[config.mk]
export PLATFORM = sky130hd
export DESIGN_NAME = sd_spi_card_resp
export DESIGN_NICKNAME = d
export VERILOG_FILES = /design/src/rtl/sd_spi_card_resp.sv
export SDC_FILE = /design/constraint.sdc
export NUM_CORES = 1
export LEC_CHECK = 0
export BUFFER_PORTS_ARGS = -buffer_cell sky130_fd_sc_hd__buf_2
export CAP_MARGIN = 10
export CORE_MARGIN = 4
export CORE_UTILIZATION = 40
export DETAILED_ROUTE_END_ITERATION = 7
export GPL_TIMING_DRIVEN = 0
export PLACE_DENSITY_LB_ADDON = 0.12
export SLEW_MARGIN = 40
export SYNTH_ARGS = -nofsm -noshare
export SYNTH_HDL_FRONTEND = slang
export SYNTH_SLANG_ARGS = --single-unit
[constraint.sdc]
create_clock -name clk_sd -period 3 [get_ports clk_sd]
set_input_delay 0.6 -clock clk_sd [delete_from_list [all_inputs] [get_ports clk_sd]]
set_output_delay 0.6 -clock clk_sd [all_outputs]
set_load 0.005 [all_outputs]
[src/rtl/sd_spi_card_resp.sv]
// ---------------------------------------------------------------------------
// sd_spi_card_resp
//
// Behavioural SD card responder for the SPI-mode command layer. The host
// clocks 48-bit command frames in on MOSI. The block answers with
// NCR_BYTES filler bytes of 0xFF and then with an R1 or R7 response on MISO.
// It also models the init handshake CMD0 / CMD8 / CMD55 / ACMD41 so that a
// host driver can be brought up against it.
//
// All SPI inputs are oversampled by clk_sd, which must run at least 8x
// faster than SCLK. The SPI clock is never used as a clock here.
//
// Parameters
//   NCR_BYTES          number of 0xFF filler bytes before a response (1-8)
//   ACMD41_BUSY_COUNT  number of ACMD41s answered busy before ready
//
// Ports
//   clk_sd       in   system clock
//   reset_n      in   asynchronous active-low reset
//   sd_spi_clk   in   SPI clock from host (mode 0, idles low)
//   sd_spi_cs    in   chip select, active low
//   sd_spi_mosi  in   command data from host
//   sd_spi_miso  out  response data to host, idles high
//   cmd_valid    out  one-cycle pulse per accepted command frame
//   cmd_index    out  index of the last accepted command
//   cmd_arg      out  argument of the last accepted command
//   card_ready   out  high once initialisation has completed
//
// Build option
//   SD_RESP_CRC_CHECK_EN  when defined, the CRC7 of each frame is checked.
//                         A frame with a bad CRC is not executed and is
//                         answered with the CRC-error R1. When undefined, the
//                         CRC field is ignored and no CRC logic exists.
// ---------------------------------------------------------------------------
module sd_spi_card_resp #(
  parameter int NCR_BYTES         = 1,
  parameter int ACMD41_BUSY_COUNT = 2
) (
  input  logic        clk_sd,
  input  logic        reset_n,
  input  logic        sd_spi_clk,
  input  logic        sd_spi_cs,
  input  logic        sd_spi_mosi,
  output logic        sd_spi_miso,
  output logic        cmd_valid,
  output logic [5:0]  cmd_index,
  output logic [31:0] cmd_arg,
  output logic        card_ready
);

  typedef enum logic [1:0] {
    HUNT,
    RX,
    NCR,
    TX
  } state_t;

  localparam int          NCR_BITS  = 8 * NCR_BYTES;
  localparam logic [6:0]  NCR_LAST  = 7'(NCR_BITS - 1);
  localparam logic [15:0] BUSY_INIT = 16'(ACMD41_BUSY_COUNT);

  // Synchronisers and edge detection
  logic [1:0] sclk_sync;
  logic [1:0] cs_sync;
  logic [1:0] mosi_sync;
  logic       sclk_prev;
  logic       cs_s;
  logic       mosi_s;
  logic       sclk_rise;
  logic       sclk_fall;

  // FSM and datapath
  state_t      state;
  state_t      state_next;
  logic [5:0]  rx_cnt;
  logic [46:0] shift_reg;
  logic [47:0] frame_full;
  logic [6:0]  ncr_cnt;
  logic [5:0]  tx_cnt;
  logic [5:0]  resp_len;
  logic [39:0] resp_reg;
  logic        tx_last;

  // Card state
  logic        idle_flag;
  logic        app_flag;
  logic [15:0] busy_cnt;

  // FSM strobes
  logic frame_start;
  logic rx_shift;
  logic frame_ok;
  logic ncr_step;
  logic tx_step;

  // Command execution results
  logic [5:0]  f_index;
  logic [31:0] f_arg;
  logic        idle_n;
  logic        app_n;
  logic [15:0] busy_n;
  logic [7:0]  r1_n;
  logic [39:0] resp_n;
  logic [5:0]  len_n;

  // SCLK resets to 0 so that no edge appears when reset is released.
  // CS and MOSI reset to 1, which is their idle level.
  always_ff @(posedge clk_sd or negedge reset_n) begin
    if (!reset_n) begin
      sclk_sync <= 2'b00;
      cs_sync   <= 2'b11;
      mosi_sync <= 2'b11;
      sclk_prev <= 1'b0;
    end else begin
      sclk_sync <= {sclk_sync[0], sd_spi_clk};
      cs_sync   <= {cs_sync[0], sd_spi_cs};
      mosi_sync <= {mosi_sync[0], sd_spi_mosi};
      sclk_prev <= sclk_sync[1];
    end
  end

  assign cs_s      = cs_sync[1];
  assign mosi_s    = mosi_sync[1];
  assign sclk_rise = sclk_sync[1] & ~sclk_prev;
  assign sclk_fall = ~sclk_sync[1] & sclk_prev;

  // The frame as it will look once the current MOSI bit is shifted in.
  // On the 48th rising edge this is the complete frame. The start bit sits
  // in bit 47.
  assign frame_full = {shift_reg, mosi_s};
  assign f_index    = frame_full[45:40];
  assign f_arg      = frame_full[39:8];
  assign tx_last    = (tx_cnt == resp_len - 6'd1);

`ifdef SD_RESP_CRC_CHECK_EN
  function automatic logic [6:0] crc7_calc(input logic [39:0] data);
    logic [6:0] crc;
    logic       fb;
    crc = '0;
    for (int i = 39; i >= 0; i--) begin
      fb  = data[i] ^ crc[6];
      crc = {crc[5:0], 1'b0} ^ (fb ? 7'h09 : 7'h00);
    end
    return crc;
  endfunction

  logic crc_bad;
  assign crc_bad = (crc7_calc(frame_full[47:8]) != frame_full[7:1]);

  logic unused_frame_bits;
  assign unused_frame_bits = frame_full[47];
`else
  logic unused_frame_bits;
  assign unused_frame_bits = ^{frame_full[47], frame_full[7:1]};
`endif

  // State register
  always_ff @(posedge clk_sd or negedge reset_n) begin
    if (!reset_n) begin
      state <= HUNT;
    end else begin
      state <= state_next;
    end
  end

  // Next-state logic and datapath strobes. A high CS overrides everything:
  // any transfer in progress is abandoned and the FSM returns to HUNT.
  always_comb begin
    state_next  = state;
    frame_start = 1'b0;
    rx_shift    = 1'b0;
    frame_ok    = 1'b0;
    ncr_step    = 1'b0;
    tx_step     = 1'b0;
    if (cs_s) begin
      state_next = HUNT;
    end else begin
      case (state)
        HUNT: begin
          if (sclk_rise && !mosi_s) begin
            frame_start = 1'b1;
            state_next  = RX;
          end
        end
        RX: begin
          if (sclk_rise) begin
            rx_shift = 1'b1;
            if (rx_cnt == 6'd47) begin
              if (frame_full[46] && frame_full[0]) begin
                frame_ok   = 1'b1;
                state_next = NCR;
              end else begin
                state_next = HUNT;
              end
            end
          end
        end
        NCR: begin
          if (sclk_fall) begin
            ncr_step = 1'b1;
            if (ncr_cnt == NCR_LAST) begin
              state_next = TX;
            end
          end
        end
        TX: begin
          if (sclk_fall) begin
            tx_step = 1'b1;
            if (tx_last) begin
              state_next = HUNT;
            end
          end
        end
        default: state_next = HUNT;
      endcase
    end
  end

  // Command execution. This evaluates the completed frame against the
  // current card state. The results are committed only when frame_ok fires.
  // Any command except CMD55 leaves the app flag cleared.
  always_comb begin
    idle_n = idle_flag;
    app_n  = 1'b0;
    busy_n = busy_cnt;
    r1_n   = {7'b0, idle_flag};
    len_n  = 6'd8;
    case (f_index)
      6'd0: begin
        idle_n = 1'b1;
        busy_n = BUSY_INIT;
        r1_n   = 8'h01;
      end
      6'd8: begin
        len_n = 6'd40;
      end
      6'd55: begin
        app_n = 1'b1;
      end
      6'd41: begin
        if (app_flag) begin
          if (busy_cnt != 16'd0) begin
            busy_n = busy_cnt - 16'd1;
            r1_n   = 8'h01;
          end else begin
            idle_n = 1'b0;
            r1_n   = 8'h00;
          end
        end else begin
          r1_n = {5'b0, 1'b1, 1'b0, idle_flag};
        end
      end
      default: begin
        r1_n = {5'b0, 1'b1, 1'b0, idle_flag};
      end
    endcase
`ifdef SD_RESP_CRC_CHECK_EN
    // A corrupted frame must not change the card state.
    if (crc_bad) begin
      idle_n = idle_flag;
      app_n  = app_flag;
      busy_n = busy_cnt;
      r1_n   = {4'b0, 1'b1, 2'b0, idle_flag};
      len_n  = 6'd8;
    end
`endif
    // The response is left-aligned so that TX always shifts out bit 39.
    if (len_n == 6'd40) begin
      resp_n = {r1_n, 16'h0000, 4'h0, f_arg[11:8], f_arg[7:0]};
    end else begin
      resp_n = {r1_n, 32'hFFFF_FFFF};
    end
  end

  // Datapath, card state and outputs. MISO changes only on SCLK falling
  // edges, or at once when CS goes high. Outside TX it always drives 1.
  always_ff @(posedge clk_sd or negedge reset_n) begin
    if (!reset_n) begin
      rx_cnt      <= 6'd0;
      shift_reg   <= '0;
      ncr_cnt     <= 7'd0;
      tx_cnt      <= 6'd0;
      resp_len    <= 6'd8;
      resp_reg    <= '1;
      idle_flag   <= 1'b1;
      app_flag    <= 1'b0;
      busy_cnt    <= BUSY_INIT;
      cmd_valid   <= 1'b0;
      cmd_index   <= 6'd0;
      cmd_arg     <= 32'd0;
      sd_spi_miso <= 1'b1;
    end else begin
      cmd_valid <= 1'b0;
      if (frame_start) begin
        rx_cnt    <= 6'd1;
        shift_reg <= '0;
      end
      if (rx_shift) begin
        shift_reg <= frame_full[46:0];
        rx_cnt    <= rx_cnt + 6'd1;
      end
      if (frame_ok) begin
        cmd_valid <= 1'b1;
        cmd_index <= f_index;
        cmd_arg   <= f_arg;
        idle_flag <= idle_n;
        app_flag  <= app_n;
        busy_cnt  <= busy_n;
        resp_reg  <= resp_n;
        resp_len  <= len_n;
        ncr_cnt   <= 7'd0;
        tx_cnt    <= 6'd0;
      end
      if (ncr_step) begin
        ncr_cnt <= ncr_cnt + 7'd1;
      end
      if (tx_step) begin
        resp_reg <= {resp_reg[38:0], 1'b1};
        tx_cnt   <= tx_cnt + 6'd1;
      end
      if (cs_s) begin
        sd_spi_miso <= 1'b1;
      end else if (sclk_fall) begin
        sd_spi_miso <= (state == TX) ? resp_reg[39] : 1'b1;
      end
    end
  end

  assign card_ready = ~idle_flag;

endmodule

==> results.json, run 1 <==
{
  "outcome": "finished clean",
  "period_needed_ps": 2803,
  "yosys.area_share.adder_pct": 0.6799,
  "synth_top_area_cell": "dfrtp_1",
  "clock-sinks": 173,
  "finalClockSkew_ps": 9.286,
  "core_area_um2": 18020,
  "hold_viol_final": 0,
  "tightest_slew_ps": 693.9,
  "dieWidth_um": 143.7,
  "synth_top_area_share_pct": 42.84,
  "crit_chain": "or4_4 -> nor3_2 -> o211ai_1 -> clkbuf_1 -> clkbuf_1 -> o31ai_1 -> a21oi_1",
  "seq_area_um2": 4388,
  "setup_viol": 0,
  "wl_um": 16650,
  "gp_congestion": 0.8311,
  "dp.final_hpwl_um": 11370,
  "grt.total_usage_pct": 17.07,
  "synth-edff-count": 0,
  "diodes": 0,
  "clock.fmax_mhz": 356.8,
  "area_growth_syn_to_layout_pct": 15.89,
  "drv_slew": 0,
  "largest_register_ffs": 46,
  "ys_types": 50,
  "r2r_end": "busy_cnt[7]$_DFFE_PN0P_",
  "routedWlPerCell_um": 16.06,
  "rsz0062_at_grt": "false",
  "synth_seq_cells": 173,
  "holdWs_ps": 73.46,
  "cts_tree": "yes",
  "synth_mux_area_share_pct": 0.4080,
  "instances_no_fill": 1037,
  "die_h_um": 143.7,
  "synth-simple-area-share_pct": 19.60,
  "synth_area_um2": 7361,
  "cts_buffer_depth": 2,
  "syn_nets": 739,
  "rrSetupSlack_ps": 200,
  "crit_top_cell": "clkbuf_1",
  "num_rows": 49,
  "worstPathArrival_ps": 3080,
  "async_flop_share_pct": 100.0,
  "avgSynthCellArea_um2": 10.08,
  "crit_path_end_kind": "register",
  "finalCritPeriodShare_pct": 93.42,
  "drtIter0Drc": 403,
  "multi_input_area_um2": 2771,
  "io_buffers": 45,
  "initial_utilization_pct": 40.84,
  "fillers": 1730,
  "syn_inst": 730,
  "antenna_found_initial": 0,
  "grt_use_met2_pct": 27.12,
  "synth_xor_area_share_pct": 0.8329,
  "synth_area_leaders": "dfrtp_1, dfstp_2, nand2_1, a22o_1, o21ai_1",
  "cp_data_required_time_ps": 3280,
  "worstRegToRegCells": 7,
  "firstDrtPassIters": 5,
  "htreeDepth": 4,
  "p_leak_uw": 0.003911,
  "via_per_inst": 5.414,
  "fin_area_um2": 8531,
  "cp-start-kind": "register",
  "cts_root_buffer": "clkbuf_16",
  "path_clk_slew_ps": 70,
  "grt_first_pass_wirelength_um": 28420,
  "final_antenna_net_count": 0,
  "cts_setup_buffers": 0,
  "clk-insertion-delay-late_ps": 430,
  "ctsResizeCount": 0,
  "synth_seq_area_share_pct": 59.61,
  "cap_violations": 0,
  "dieArea_um2": 20640,
  "use_met3_pct": 3.261,
  "drive_gt1_share_pct": 17.57,
  "cts_made_buffers": 17,
  "synth.most_common_cell": "nand2_1",
  "drc_errors": 0,
  "slew_headroom_pct": 53.54,
  "grt_pass1_vias": 5546,
  "netlist_top_cells_count": "nand2_1, dfrtp_1, o21ai_1",
  "r2r-start": "shift_reg[41]$_DFFE_PN0P_",
  "grt_max_degree": 77,
  "ys.flop_type": "dfrtp_1",
  "placedCellCount": 1006,
  "use_met1_pct": 24.03,
  "p_per_area_nw_per_um2": 545.2,
  "ios": 46,
  "synth_top_family_by_area": "simple AND/OR/NAND/NOR gates",
  "crit_type": "register to register",
  "hold_class": "input pin to async pin",
  "synth-compound-area-share_pct": 15.96,
  "setup_tns_ps": 0,
  "yosys_warnings": 0,
  "placed_cell_area_um2": 7938,
  "finalNetCount": 804,
  "slowest_delay_ps": 590,
  "total_power_uw": 4651,
  "critPathSlowestCell": "or4_4",
  "irDropWorstVdd_v": 0.0004033,
  "routed-via-count": 5614,
  "cp_max_fo": 10,
  "grt-ovfl-total": 0,
  "cts_hold_buffers": 0,
  "busiest_layer": "met2"
}
area by class of cell:
class                      count  area share, %
sequential                   173          51.44
clock inverter                14          1.687
inverter                       7         0.3080
clock buffer                  18          5.148
buffer                        47          2.171
timing repair buffer          47          3.403
multi-input combinational    502          32.49
tap                          229          3.359
cell usage in the layout, fill, tap and decap left out, drive strengths merged, types with 5 or more instances in the layout:
cell,count
nand2,180
clkinv,5
dfstp,47
inv,15
o31ai,23
nor2,33
nand4,6
clkbuf,62
nand3,16
dfrtp,126
and3,7
xor2,6
o21ai,71
a21oi,18
or3,10
a22o,46
or4,11
nor3,20
buf,50
through the flow:
stage / worst slack [ps] / utilization, %
final: 197.5 / 47.33
after global routing: 0.8948 / 47.33
after CTS: 45.03 / 47.27
after detailed placement: 69.53 / 44.04
after global placement: -1341 / 43.68
after floorplan: 742.9 / -
routing by layer:
metal	vias up	wire length (um)
met5	-	0
met3	14	542
met1	2801	7846
met4	0	161
li1	2699	-
met2	100	8101
critical path: cells and delay by family, from the launching register on:
family	cells	cell delay (ps)
AOI/OAI and AO/OA	3	710
and+or+nand+nor	2	880
DFF	1	450
buffers and inverters	2	610
worst max path at each step:
stage | startpoint | to | slack [ps] | cells past startpoint
3_5_place_dp | sclk_sync[1]$_DFF_PN0_ | busy_cnt[7]$_DFFE_PN0P_ | 70 | 8
3_3_place_gp | reset_n | cmd_arg[12]$_DFFE_PN0P_ | -1340 | 1
2_1_floorplan | shift_reg[41]$_DFFE_PN0P_ | busy_cnt[11]$_DFFE_PN0P_ | 740 | 5
6_report | shift_reg[41]$_DFFE_PN0P_ | busy_cnt[7]$_DFFE_PN0P_ | 200 | 7
4_1_cts | sclk_sync[1]$_DFF_PN0_ | busy_cnt[7]$_DFFE_PN0P_ | 50 | 8
5_1_grt | shift_reg[41]$_DFFE_PN0P_ | busy_cnt[9]$_DFFE_PN0P_ | 0.9 | 7
kinds of logic (layout without fill, tap and decap cells):
logic type,after synthesis,in the layout
compound gates,175,175
xor+xnor,7,7
fa+ha+maj,4,4
buf+inv,55,133
flops,173,173
mux,3,3
simple gates,313,313
power by group:
part	internal, uW	total [uW]	switching, uW	leakage, uW
clock network	1130	2160	1030	0.000284
logic	35.0	118	82.6	0.00139
registers	2360	2380	18.4	0.00223
Power figures use the tool's default switching activity.
==> run 2, diff against run 1 <==
--- a/config.mk
+++ b/config.mk
@@ -9,6 +9,8 @@
 export CAP_MARGIN = 10
 export CORE_MARGIN = 4
 export CORE_UTILIZATION = 40
+export CTS_BUF_LIST = sky130_fd_sc_hd__clkbuf_8
+export CTS_CLUSTER_DIAMETER = 30
 export DETAILED_ROUTE_END_ITERATION = 7
 export GPL_TIMING_DRIVEN = 0
 export PLACE_DENSITY_LB_ADDON = 0.12
==> results.json, run 2 (same netlist as run 1, synthesis figures left out) <==
{
  "outcome": "finished clean",
  "instances_no_fill": 1038,
  "grt_max_degree": 77,
  "fillers": 1758,
  "cap_violations": 0,
  "ios": 46,
  "grt_first_pass_wirelength_um": 28310,
  "drv_slew": 0,
  "area_growth_syn_to_layout_pct": 13.36,
  "critPathSlowestCell": "clkbuf_1",
  "routed-via-count": 5547,
  "setup_viol": 0,
  "cts_tree": "yes",
  "grt-ovfl-total": 0,
  "num_rows": 49,
  "grt_pass1_vias": 5564,
  "drtIter0Drc": 471,
  "rsz0062_at_grt": "true",
  "multi_input_area_um2": 2770,
  "crit_path_end_kind": "register",
  "firstDrtPassIters": 5,
  "r2r_end": "busy_cnt[13]$_DFFE_PN0P_",
  "cts_root_buffer": "clkbuf_8",
  "drc_errors": 0,
  "holdWs_ps": 33.67,
  "rrSetupSlack_ps": 250,
  "mostFrequentLayoutCells": "nand2_1, dfrtp_1, o21ai_1",
  "path_clk_slew_ps": 100,
  "largest_register_ffs": 46,
  "clock-sinks": 173,
  "hold_viol_final": 0,
  "post-route-util_pct": 46.29,
  "dp.final_hpwl_um": 11370,
  "htreeDepth": 4,
  "die_h_um": 143.7,
  "via_per_inst": 5.344,
  "core_area_um2": 18020,
  "worstRegToRegCells": 9,
  "drive_gt1_share_pct": 17.43,
  "r2r-start": "busy_cnt[0]$_DFFE_PN0P_",
  "p_per_area_nw_per_um2": 490.8,
  "crit_chain": "inv_1 -> ha_1 -> nor4b_2 -> nand3_1 -> nor2_1 -> clkbuf_1 -> clkbuf_1 -> o41ai_1 -> a21oi_1",
  "final_common_cell": "nand2_1",
  "cts_buffer_depth": 2,
  "hold_class": "input pin to async pin",
  "grt.total_usage_pct": 17.04,
  "clk-insertion-delay-late_ps": 470,
  "crit_type": "register to register",
  "final_antenna_net_count": 0,
  "clock.fmax_mhz": 364.1,
  "worstPathArrival_ps": 3120,
  "routedWlPerCell_um": 15.92,
  "dieArea_um2": 20640,
  "cts_made_buffers": 17,
  "slew_headroom_pct": 59.74,
  "finalNetCount": 805,
  "crit_top_cell": "clkbuf_1",
  "gp_congestion": 0.8311,
  "diodes": 0,
  "finalClockSkew_ps": 14.98,
  "cp_max_fo": 10,
  "initial_utilization_pct": 40.84,
  "p_leak_uw": 0.003825,
  "antenna_found_initial": 0,
  "placedCellCount": 1006,
  "slowest_delay_ps": 450,
  "placed_cell_area_um2": 7938,
  "fin_area_um2": 8344,
  "finalCritPeriodShare_pct": 91.55,
  "wl_um": 16530,
  "tightest_slew_ps": 603.8,
  "cp_data_required_time_ps": 3380,
  "irDropWorstVdd_v": 0.0002944,
  "cp-start-kind": "register",
  "io_buffers": 45,
  "dieWidth_um": 143.7,
  "cts_hold_buffers": 0,
  "period_needed_ps": 2747,
  "seq_area_um2": 4388
}
[run 2: changes by cell type in the layout (fill, tap and decap cells not counted), sizes merged]
cell  change
buf       +1
[run 2: what timing repair did]
item / 4_1_cts / 5_1_grt
gates resized for setup: 0 / 2
setup endpoints to repair: 0 / 13
buffers inserted: 0 / 1
[run 2: stage by stage]
stage	power, uW	TNS (ps)	setup WS (ps)
floorplan	2463	0	742.9
global placement	2527	-181680	-1341
detailed placement	2542	0	69.53
CTS	4166	0	40.48
global route	4282	-1.704	-1.704
finish	4096	0	253.5
[run 2: power by group]
| group | leakage, uW | switching, uW | internal, uW |
|---|---|---|---|
| registers | 0.00223 | 18.6 | 2360 |
| logic | 0.00139 | 83.0 | 34.9 |
| clock network | 0.000197 | 959 | 642 |
[run 2: worst max-delay path: cells and delay by family (launching register included)]
kind / cells / cell delay, ps
buffers and inverters: 3 / 870
AND/OR/NAND/NOR: 3 / 860
flip-flops: 1 / 430
AO/OA/AOI/OAI: 2 / 310
adder cells (fa/ha/maj): 1 / 200
[run 2: metal layers]
metal	wire, um	GRT usage [%]	vias to the layer above	part of all wire, %
li1	-	-	2697	-
met1	7730	23.53	2753	47
met5	0	0	-	0
met2	8040	27.39	81	49
met4	154	4.559	0	0.93
met3	601	3.760	16	3.6
[run 2: worst max path at each step]
| stage | from | to | slack (ps) | depth (start not counted) |
|---|---|---|---|---|
| 2_1_floorplan | shift_reg[41]$_DFFE_PN0P_ | busy_cnt[11]$_DFFE_PN0P_ | 740 | 5 |
| 3_3_place_gp | reset_n | cmd_arg[12]$_DFFE_PN0P_ | -1340 | 1 |
| 3_5_place_dp | sclk_sync[1]$_DFF_PN0_ | busy_cnt[7]$_DFFE_PN0P_ | 70 | 8 |
| 4_1_cts | sclk_sync[1]$_DFF_PN0_ | busy_cnt[7]$_DFFE_PN0P_ | 40 | 8 |
| 5_1_grt | rx_cnt[0]$_DFFE_PN0P_ | resp_reg[7]$_DFFE_PN1P_ | -2 | 8 |
| 6_report | busy_cnt[0]$_DFFE_PN0P_ | busy_cnt[13]$_DFFE_PN0P_ | 250 | 9 |
[run 2: area by class of cell]
cell class              instances  share of cell area, %
repair buffers                 48                  3.569
well taps                     229                  3.434
plain buffers                  47                  2.204
clock buffers                  18                  2.969
multi-input cells             502                  33.20
flip-flops and latches        173                  52.59
clock inverters                14                  1.724
inverters                       7                 0.3149
